### src/rtl/mem_arbiter.sv
// rtl/mem_arbiter.sv - round-robin two-requester arbiter with bulk-clear sweep for the word store
`timescale 1ns/1ps
module mem_arbiter #(
  parameter int WordSize  = 32,
  parameter int WordCount = 128,
  parameter int AdrBits   = $clog2(WordCount)
) (
  input  logic                clk,
  input  logic                rst,
  input  logic                req0,
  input  logic                we0,
  input  logic [AdrBits-1:0]  adr0,
  input  logic [WordSize-1:0] din0,
  input  logic                req1,
  input  logic                we1,
  input  logic [AdrBits-1:0]  adr1,
  input  logic [WordSize-1:0] din1,
  output logic                gnt0,
  output logic                gnt1,
  output logic                rvalid0,
  output logic                rvalid1,
  output logic [WordSize-1:0] rdata,
  input  logic                sweep,
  output logic                busy,
  output logic                sweepDone,
  output logic [AdrBits-1:0]  memAdr,
  output logic [WordSize-1:0] memDataIn,
  output logic                memWrite,
  output logic                memClr,
  input  logic [WordSize-1:0] memDataOut
);

  typedef enum logic {IDLE, SWEEP} stateT;

  // Last address of the store; the sweep stops here so odd sizes never wrap.
  localparam logic [AdrBits-1:0] LastAdr = AdrBits'(WordCount - 1);

  stateT              state;
  logic [AdrBits-1:0] cnt;
  logic               lastGnt;   // 1 = requester 1 won most recently
  logic               idle;

  assign idle  = (state == IDLE);
  assign rdata = memDataOut;

  // Grants: a sweep request pre-empts both requesters; ties go to whoever did not win last.
  always_comb begin
    gnt0 = idle && !sweep && req0 && (!req1 || lastGnt);
    gnt1 = idle && !sweep && req1 && (!req0 || !lastGnt);
    busy = !idle;
  end

  // Memory steering: sweep drives the clear address, otherwise the granted requester or zeros.
  always_comb begin
    memClr    = !idle;
    memWrite  = (gnt0 && we0) || (gnt1 && we1);
    memAdr    = '0;
    memDataIn = '0;
    if (!idle) begin
      memAdr = cnt;
    end else if (gnt0) begin
      memAdr    = adr0;
      memDataIn = din0;
    end else if (gnt1) begin
      memAdr    = adr1;
      memDataIn = din1;
    end
  end

  // Control state, round-robin memory, sweep counter and registered read/sweep strobes.
  always_ff @(posedge clk or posedge rst) begin
    if (rst) begin
      state     <= IDLE;
      cnt       <= '0;
      lastGnt   <= 1'b1;
      rvalid0   <= 1'b0;
      rvalid1   <= 1'b0;
      sweepDone <= 1'b0;
    end else begin
      rvalid0   <= gnt0 && !we0;
      rvalid1   <= gnt1 && !we1;
      sweepDone <= 1'b0;
      if (gnt0) begin
        lastGnt <= 1'b0;
      end else if (gnt1) begin
        lastGnt <= 1'b1;
      end
      case (state)
        IDLE: begin
          if (sweep) begin
            state <= SWEEP;
            cnt   <= '0;
          end
        end
        SWEEP: begin
          if (cnt == LastAdr) begin
            state     <= IDLE;
            sweepDone <= 1'b1;
          end else begin
            cnt <= cnt + AdrBits'(1);
          end
        end
        default: state <= IDLE;
      endcase
    end
  end

endmodule

### config.mk
export PLATFORM = sky130hd
export DESIGN_NAME = mem_arbiter
export DESIGN_NICKNAME = d
export VERILOG_FILES = /design/src/rtl/mem_arbiter.sv
export SDC_FILE = /design/constraint.sdc
export NUM_CORES = 1
export LEC_CHECK = 0
export ABC_CLOCK_PERIOD_IN_PS = 1900
export CORE_MARGIN = 8
export CORE_UTILIZATION = 23
export CTS_CLUSTER_DIAMETER = 50
export DETAILED_ROUTE_END_ITERATION = 7
export GPL_ROUTABILITY_DRIVEN = 0
export PLACE_DENSITY = 0.87
export SLEW_MARGIN = 30
export SYNTH_ARGS = -nofsm -noshare
export SYNTH_HDL_FRONTEND = slang
export SYNTH_SLANG_ARGS = --single-unit
export TNS_END_PERCENT = 100
### constraint.sdc
create_clock -name clk -period 1.9 [get_ports clk]
set_input_delay 0.19 -clock clk [delete_from_list [all_inputs] [get_ports clk]]
set_output_delay 0.19 -clock clk [all_outputs]
set_load 0.05 [all_outputs]
* Word level (Yosys, flattened, before mapping)
Cells that the tools add are included.
** Word-level totals
- Input port bits :: 117
- Output and inout port bits :: 79
- Word-level logic and storage cells :: 47
- Flip-flop bits (word level) :: 12
** Cells by class
- Multiplexer cells :: 16
- Bitwise gates (word level) :: 1
- $add $sub $neg :: 1
- Equality and inequality tests :: 3
- Reductions and logical operators :: 20
** Operators with widths (count)
- two-way mux 32 bit :: 3
- two-way mux 7 bit :: 5
- case mux 7 bit (2 select lines) :: 1
- logical AND 1 bit :: 9
- adder 7 x 1 -> 7 bit, second input constant :: 1
- equality test 7 bit, second input constant :: 1
- logical NOT 1 bit :: 6
- two-way mux 1 bit :: 6
- != test 2 bit, second input constant :: 2
- logical OR 1 bit :: 3
- case mux 1 bit (2 select lines) :: 1
- AND reduction 2 bit :: 1
- nonzero test 2 bit :: 1
- inverter 1 bit :: 1

* Longest topological paths before layout
Gate-level depths: netlist of the first run.
- Word-level depth :: 7
- Depth in mapped cells :: 5
- Mapped depth without buffers :: 4

* Worst setup path before layout of the first run
Ideal clock, no wire load.
- Kind :: flip-flop to output port
- Start :: register state, in the netlist busy
- End :: output port memDataIn[23]
- Path slack :: -290 ps
- Arrival :: 2000 ps
- Buffers on the path :: 2
- Cell stages (with the launch flop) :: 6
- Cells stage by stage :: dfrtp_1 > nor2_1 > and3_1 > buf_2 > buf_2 > a22o_1
** RTL lines
- start: declaration :: RTL line 38 : stateT state;
- start signal: assignment :: RTL line 73 : state <= IDLE;
- start signal: assignment :: RTL line 91 : state <= SWEEP;
- start signal: assignment :: RTL line 97 : state <= IDLE;
- inverter 1 bit
- logical AND 1 bit (3 in series) :: RTL line 48 : gnt0 = idle && !sweep && req0 && (!req1 || lastGnt);
- via gnt0 :: RTL line 18 : output logic gnt0,
- two-way mux 32 bit :: RTL line 61 : end else if (gnt0) begin
- two-way mux 32 bit :: RTL line 59 : if (!idle) begin
- end: declaration :: RTL line 27 : output logic [WordSize-1:0] memDataIn,
The timed path passes the listed nets, and every way through them passes these cells.

* Worst setup path in the final report of the first run
- Start :: register state, in the netlist busy
- End :: output port memDataIn[28]
** On the way
- Cells in the longest elaborated chain, start to end :: 7
** RTL lines
- inverter 1 bit
- logical AND 1 bit :: RTL line 48, 49
- logical AND 1 bit (2 in series) :: RTL line 49 : gnt1 = idle && !sweep && req1 && (!req0 || !lastGnt);
- two-way mux 32 bit :: RTL line 64 : end else if (gnt1) begin
- two-way mux 32 bit :: RTL line 61
- two-way mux 32 bit * :: RTL line 59
Mark *: on every way between the ends. The rest lies on a longest branch, timed or not.

==> run_results.csv, run 1 <==
group,metric,value,unit
synthesis,syn-cell-area,1304,um2
critical_path,path_cells,"or3b_4, a21oi_4, buf_4, buf_16, a22o_2, buf_12",
routing,wl_met3,536,um
routing,wl_met1,2.625,mm
critical_path,crit_required,1.71,ns
synthesis,synth_mux_area_frac,0,
routing,wl_per_cell,22.91,um
critical_path,crit_path_end_kind,"output pin",
status,status,"complete, but fails checks",
cells_and_area,finalNetCount,370,
synthesis,netlist_instances,142,
status,violations,"negative setup slack",
synthesis,synthXorXnorAreaFrac,0,
global_route,grt-ovfl-total,0,
timing,finalCritPeriodShare,1.048,
hold_path,hold_class,"input port to async pin",
global_route,grt_use_total,0.1591,
floorplan,dieArea,8334,um2
cells_and_area,n_antenna_cell,0,
pwr,power_density,885.0,nW/um2
synthesis,syn_nets,260,
cells_and_area,area_delta_synth_final,146.2,%
global_route,grt_pass1_wl,10.56,mm
timing,drv_slew,0,
critical_path,cp_data_arrival_time,1.80,ns
clocking,clock_path_buffers,2,
floorplan,die_h,91.29,um
routing,dr_total_vias,1652,
routing,route.met2.wl,4.151,mm
timing,fmax,502.2,MHz
place,numPortBuffers,131,
cells_and_area,postLayoutCellArea,3209,um2
floorplan,core_area,5507,um2
clocking,cts_made_buffers,3,
routing,highest_layer,"met4",
clocking,clkTransAtPathRegs,0.05,ns
timing,clock_skew,0.003205,ns
floorplan,num_rows,27,
timing,worst_slew_pin_slew,0.5419,ns
cells_and_area,ff_latch_area,302.8,um2
cells_and_area,layout-drive-gt1-share,0.4303,
synthesis,synth_top_family_by_area,"compound AO/OA/AOI/OAI gates",
synthesis,ys_ff_latch,12,
timing,maxSlewHeadroom,0.6376,
synthesis,synth_compound_area_frac,0.3752,
timing,setup_violations,34,
timing,period_needed,1.991,ns
timing,rsz0062_at_grt,"yes",
timing,fin_hold_ws,0.2699,ns
global_route,grt_max_degree,19,
synthesis,yosys.area_share.simple,0.1238,
floorplan,num_io_pins,196,
critical_path,crit_slowest_cell,"dfrtp_2",
routing,remaining_drc_errors,0,
routing,firstDrtPassIters,4,
floorplan,fp.dieW,91.29,um
routing,ant_nets,0,
place,placed_cell_area,2962,um2
routing,viasPerCell,5.115,
place,dp_hpwl,5.358,mm
clocking,clock_sinks,12,
routing,routed_wl,7.401,mm
pwr,p_leak,0.001321,uW
pwr,peakVddDrop,452.1,uV
critical_path,critPathLaunchType,"register",
job,cap_violations,0,
critical_path,path_max_fanout,15,
cells_and_area,nFillCells,423,
critical_path,cpPeakStageDelay,0.40,ns
clocking,cts_hold_buf,0,
clocking,cts_root_buf,"clkbuf_8",
synthesis,ys_types,33,
synthesis,avgSynthCellArea,9.181,um2
synthesis,synthAdderAreaFrac,0.009597,
timing,hold_viol,0,
clocking,cts_max_level,1,
cells_and_area,final_common_cell,"clkdlybuf4s50_1",
floorplan,start_util,0.2368,
critical_path,critPathKind,"register to output pin",
synthesis,yosysWarnings,0,
clocking,cts_tree,"yes",
routing,drt_iter0_drc,99,
cells_and_area,layout_common_cells,"clkdlybuf4s50_1, buf_12, a22o_2, a22o_4, dfrtp_1",
cells_and_area,multi_input_area,798.3,um2
global_route,grt_antenna_before_repair,0,
global_route,grt_pass1_vias,1735,
clocking,clock_latency,0.24,ns
timing,setup_tns,-1.460,ns
timing,fin_ws,-0.09126,ns
synthesis,yosysSeqAreaShare,0.2313,
-- worst max-delay path, delay by kind of cell (launching register included) --
kind            cells  cell delay, ns
buf+inv             3            0.45
compound gates      2            0.33
flops               1            0.40
simple gates        1            0.39
-- layout make-up --
type,instances,area share
repair buffers,148,0.6113
multi-input cells,84,0.2487
flip-flops and latches,12,0.09435
well taps,72,0.02807
clock buffers,4,0.01404
inverters,3,0.003509
-- cells in the mapped netlist --
cell / number / area, um2
and4_1: 2 / 17.52
a311oi_1: 2 / 17.52
buf_4: 33 / 247.7
a21oi_1: 2 / 10.01
nor2b_1: 1 / 6.260
a211oi_1: 1 / 7.510
nand2_1: 3 / 11.26
ha_1: 1 / 12.51
o221a_1: 1 / 11.26
and2b_1: 1 / 7.510
a22o_1: 33 / 289.0
a21oi_4: 1 / 16.27
nand3_1: 1 / 5.000
nand4_1: 2 / 12.51
nor2_1: 4 / 15.01
a41o_1: 1 / 10.01
clkbuf_1: 1 / 3.750
a31oi_1: 3 / 18.77
buf_2: 4 / 20.02
buf_6: 5 / 56.30
a221o_1: 8 / 80.08
a21o_1: 1 / 7.510
or3_1: 1 / 6.260
a32o_1: 1 / 10.01
o21ai_0: 1 / 5.000
dfstp_2: 1 / 26.28
nand2b_1: 1 / 6.260
or3b_4: 1 / 11.26
and3_1: 3 / 18.77
dfrtp_1: 11 / 275.3
o22ai_1: 1 / 6.260
and2_1: 7 / 43.79
inv_1: 3 / 11.26
-- state kept, by name, indices dropped and copies added (netlist names) --
signal     cells
sweepDone      1
lastGnt        1
cnt            7
rvalid1        1
busy           1
rvalid0        1
-- per-stage QoR --
step	setup WS, ns	total power, uW	cells	utilization
after floorplan	-0.01496	1711	142	-
final	-0.09126	2840	323	0.5828
after detailed placement	-0.09644	2529	312	0.5378
after global placement	-0.06349	2471	312	0.5378
after global routing	-0.1580	2976	323	0.5828
after CTS	-0.09033	2819	321	0.5710
-- kinds of logic (layout without fill, tap and decap cells) --
family / after synthesis / after routing
buffers and inverters: 46 / 155
and+or+nand+nor: 27 / 27
DFF: 12 / 12
adders and majority gates: 1 / 1
AOI/OAI and AO/OA: 56 / 56
-- final timing paths --
check	slack (ns)	cells after the start	to	start
worst max-delay path	-0.09	6	memDataIn[28]	busy$_DFF_PP0_
worst min-delay path	0.27	2	sweepDone$_DFF_PP0_	rst
worst max register to register	0.17	4	cnt[0]$_DFFE_PP0P_	cnt[1]$_DFFE_PP0P_
worst min register to register	0.54	1	lastGnt$_DFFE_PP1P_	lastGnt$_DFFE_PP1P_
max in group asynchronous	1.28	2	busy$_DFF_PP0_	rst
min in group clk	0.38	0	rdata[10]	memDataOut[10]
-- power breakdown --
part	internal (uW)	leakage, uW	switching, uW	total (uW)
registers	361	0.000139	116	476
logic	1070	0.00116	1070	2130
clock network	147	0.0000228	83.8	231
-- per-layer routing --
| layer | track usage | vias to the layer above |
|---|---|---|
| li1 | - | 743 |
| met1 | 0.1627 | 804 |
| met2 | 0.3053 | 93 |
| met3 | 0.05597 | 12 |
| met4 | 0.02592 | 0 |
| met5 | 0 | - |
-- timing repair --
action / 4_1_cts / 5_1_grt
pin swaps: 3 / 1
buffers inserted: 3 / 1
gates cloned: 2 / 1
setup endpoints to repair: 40 / 40
resized for setup: 14 / 6
(Power assumes the default switching activity.)
==> run 2, diff against run 1 <==
--- a/config.mk
+++ b/config.mk
@@ -16,4 +16,4 @@
 export SYNTH_ARGS = -nofsm -noshare
 export SYNTH_HDL_FRONTEND = slang
 export SYNTH_SLANG_ARGS = --single-unit
-export TNS_END_PERCENT = 100
+export TNS_END_PERCENT = 1
==> run 2 against run 1 <==
The flow still finishes with violations (negative setup slack). Sequential cell count unchanged. Sequential power barely moved. Utilization down 1.1 points. Critical endpoint is now memDataIn[8]. Die area did not move. Via count down 1.5%. Register-to-register slack barely moved. Hold slack about the same. Maximum frequency rose by 0.14%.
==> run_results.csv, run 2 (synthesis gave the netlist of run 1 again) <==
group,metric,value,unit
cells_and_area,regMostFlops,"cnt",
floorplan,fp.dieW,91.29,um
cells_and_area,fin_cells,321,
floorplan,core_area,5507,um2
pwr,power_density,897.9,nW/um2
critical_path,path_cells,"or3b_4, a21oi_4, buf_4, buf_16, a22o_2, buf_12",
floorplan,start_util,0.2368,
floorplan,die_h,91.29,um
timing,fmax,502.9,MHz
clocking,cts_max_level,1,
global_route,grt_pass1_wl,10.54,mm
cells_and_area,ff_latch_area,302.8,um2
global_route,grt_max_degree,19,
pwr,clkPwrFrac,0.083,
cells_and_area,finalNetCount,368,
cells_and_area,nFillCells,435,
clocking,clock_path_buffers,2,
clocking,clkTransAtPathRegs,0.05,ns
routing,dr_total_vias,1627,
routing,routed_wl,6.903,mm
timing,clock_skew,0.003051,ns
status,violations,"negative setup slack",
pwr,p_switching,1265,uW
critical_path,r2r-end,"cnt[0]$_DFFE_PP0P_",
place,dp_hpwl,5.358,mm
routing,remaining_drc_errors,0,
critical_path,cpPeakStageDelay,0.40,ns
place,dp_cells,312,
cells_and_area,layout-drive-gt1-share,0.4217,
clocking,clock_latency,0.24,ns
critical_path,critPathLaunchType,"register",
global_route,grt-busiest-layer,"met2",
hold_path,hold_class,"input port to async pin",
cells_and_area,area_delta_synth_final,141.5,%
pwr,p_leak,0.001299,uW
critical_path,crit_required,1.71,ns
global_route,grt_use_total,0.1582,
cells_and_area,n_antenna_cell,0,
clocking,cts_made_buffers,3,
cells_and_area,multi_input_area,780.7,um2
timing,period_needed,1.988,ns
routing,viasPerCell,5.069,
global_route,grtUsageMet3,0.05761,
timing,finalCritPeriodShare,1.047,
routing,ant_nets,0,
critical_path,crit_path_end_kind,"output pin",
global_route,grt-ovfl-total,0,
pwr,peakVddDrop,450.6,uV
timing,worst_slew_pin_slew,0.5434,ns
cells_and_area,final_common_cell,"clkdlybuf4s50_1",
timing,fin_ws,-0.08841,ns
timing,hold_viol,0,
floorplan,dieArea,8334,um2
pwr,combPwrFrac,0.748,
critical_path,timing.rr.start,"cnt[1]$_DFFE_PP0P_",
status,status,"complete, but fails checks",
clocking,clock_sinks,12,
floorplan,num_io_pins,196,
critical_path,path_max_fanout,15,
timing,drv_slew,0,
global_route,grt_pass1_vias,1716,
floorplan,num_rows,27,
clocking,cts_root_buf,"clkbuf_8",
pwr,pwr-share-seq,0.169,
global_route,use_met2,0.3011,
job,cap_violations,0,
timing,maxSlewHeadroom,0.6366,
global_route,use_met1,0.1627,
routing,wl_per_cell,21.50,um
place,dpl_worst_slack,-0.09644,ns
critical_path,cp_data_arrival_time,1.80,ns
cells_and_area,largest_reg_flops,7,
routing,drt_iter0_drc,109,
routing,firstDrtPassIters,5,
critical_path,crit_slowest_cell,"dfrtp_2",
clocking,cts_hold_buf,0,
timing,setup_violations,40,
pwr,switching_share,0.4476,
place,numPortBuffers,131,
global_route,grt_antenna_before_repair,0,
timing,rsz0062_at_grt,"yes",
cells_and_area,layout_common_cells,"clkdlybuf4s50_1, buf_12, a22o_2, buf_4, dfrtp_1",
critical_path,r2r_slack,0.17,ns
critical_path,critPathKind,"register to output pin",
pwr,p_int,1561,uW
clocking,cts_tree,"yes",
critical_path,r2r_cells,4,
## run 2: worst max-delay path by stage
stage	to	cells past startpoint	startpoint
global route	memAdr[0]	6	busy$_DFF_PP0_
detailed placement	memAdr[0]	6	req1
floorplan	memDataIn[24]	4	busy$_DFF_PP0_
global placement	memAdr[6]	6	req1
CTS	memAdr[0]	6	busy$_DFF_PP0_
finish	memDataIn[8]	6	busy$_DFF_PP0_
## run 2: final cells by class
cell class / instances / share of cell area
Tap cell: 72 / 0.02862
Multi-Input combinational cell: 84 / 0.2480
Timing Repair Buffer: 146 / 0.6093
Clock buffer: 4 / 0.01431
Sequential cell: 12 / 0.09618
Inverter: 3 / 0.003577
## run 2: routing by layer
metal,share of wire,up-vias
met5,0,-
met4,0.012,0
met3,0.081,12
met2,0.56,102
met1,0.35,780
li1,-,733
## run 2: per-stage QoR
step	cell area (um2)	util	TNS (ns)	total power, uW	hold slack [ns]
floorplan	1363	-	-0.1047	1711	0.05392
global placement	2962	0.5378	-0.8987	2471	0.3803
detailed placement	2962	0.5378	-1.853	2529	0.3803
CTS	3141	0.5703	-1.638	2818	0.2790
global route	3148	0.5717	-4.203	2952	0.3043
finish	3148	0.5717	-1.799	2827	0.2695
## run 2: worst max-delay path: cells and delay by family, from the launching register on
family | cells | cell delay [ns]
AOI/OAI and AO/OA | 2 | 0.32
DFF | 1 | 0.40
and+or+nand+nor | 1 | 0.39
buffers and inverters | 3 | 0.44
## run 2: what timing repair did
item | 4_1_cts | 5_1_grt
buffers inserted | 3 | 0
setup endpoints to repair | 40 | 40
resized for setup | 13 | 1
pin swaps | 2 | 1
cloned | 2 | 0
## run 2: power by group through the flow
stage | combinational, uW | sequential [uW] | clock, uW
after CTS | 2110 | 470 | 236
after floorplan | 1220 | 496 | 0
after detailed placement | 2050 | 477 | 0
final | 2110 | 478 | 234
after global routing | 2200 | 498 | 254
after global placement | 2010 | 466 | 0
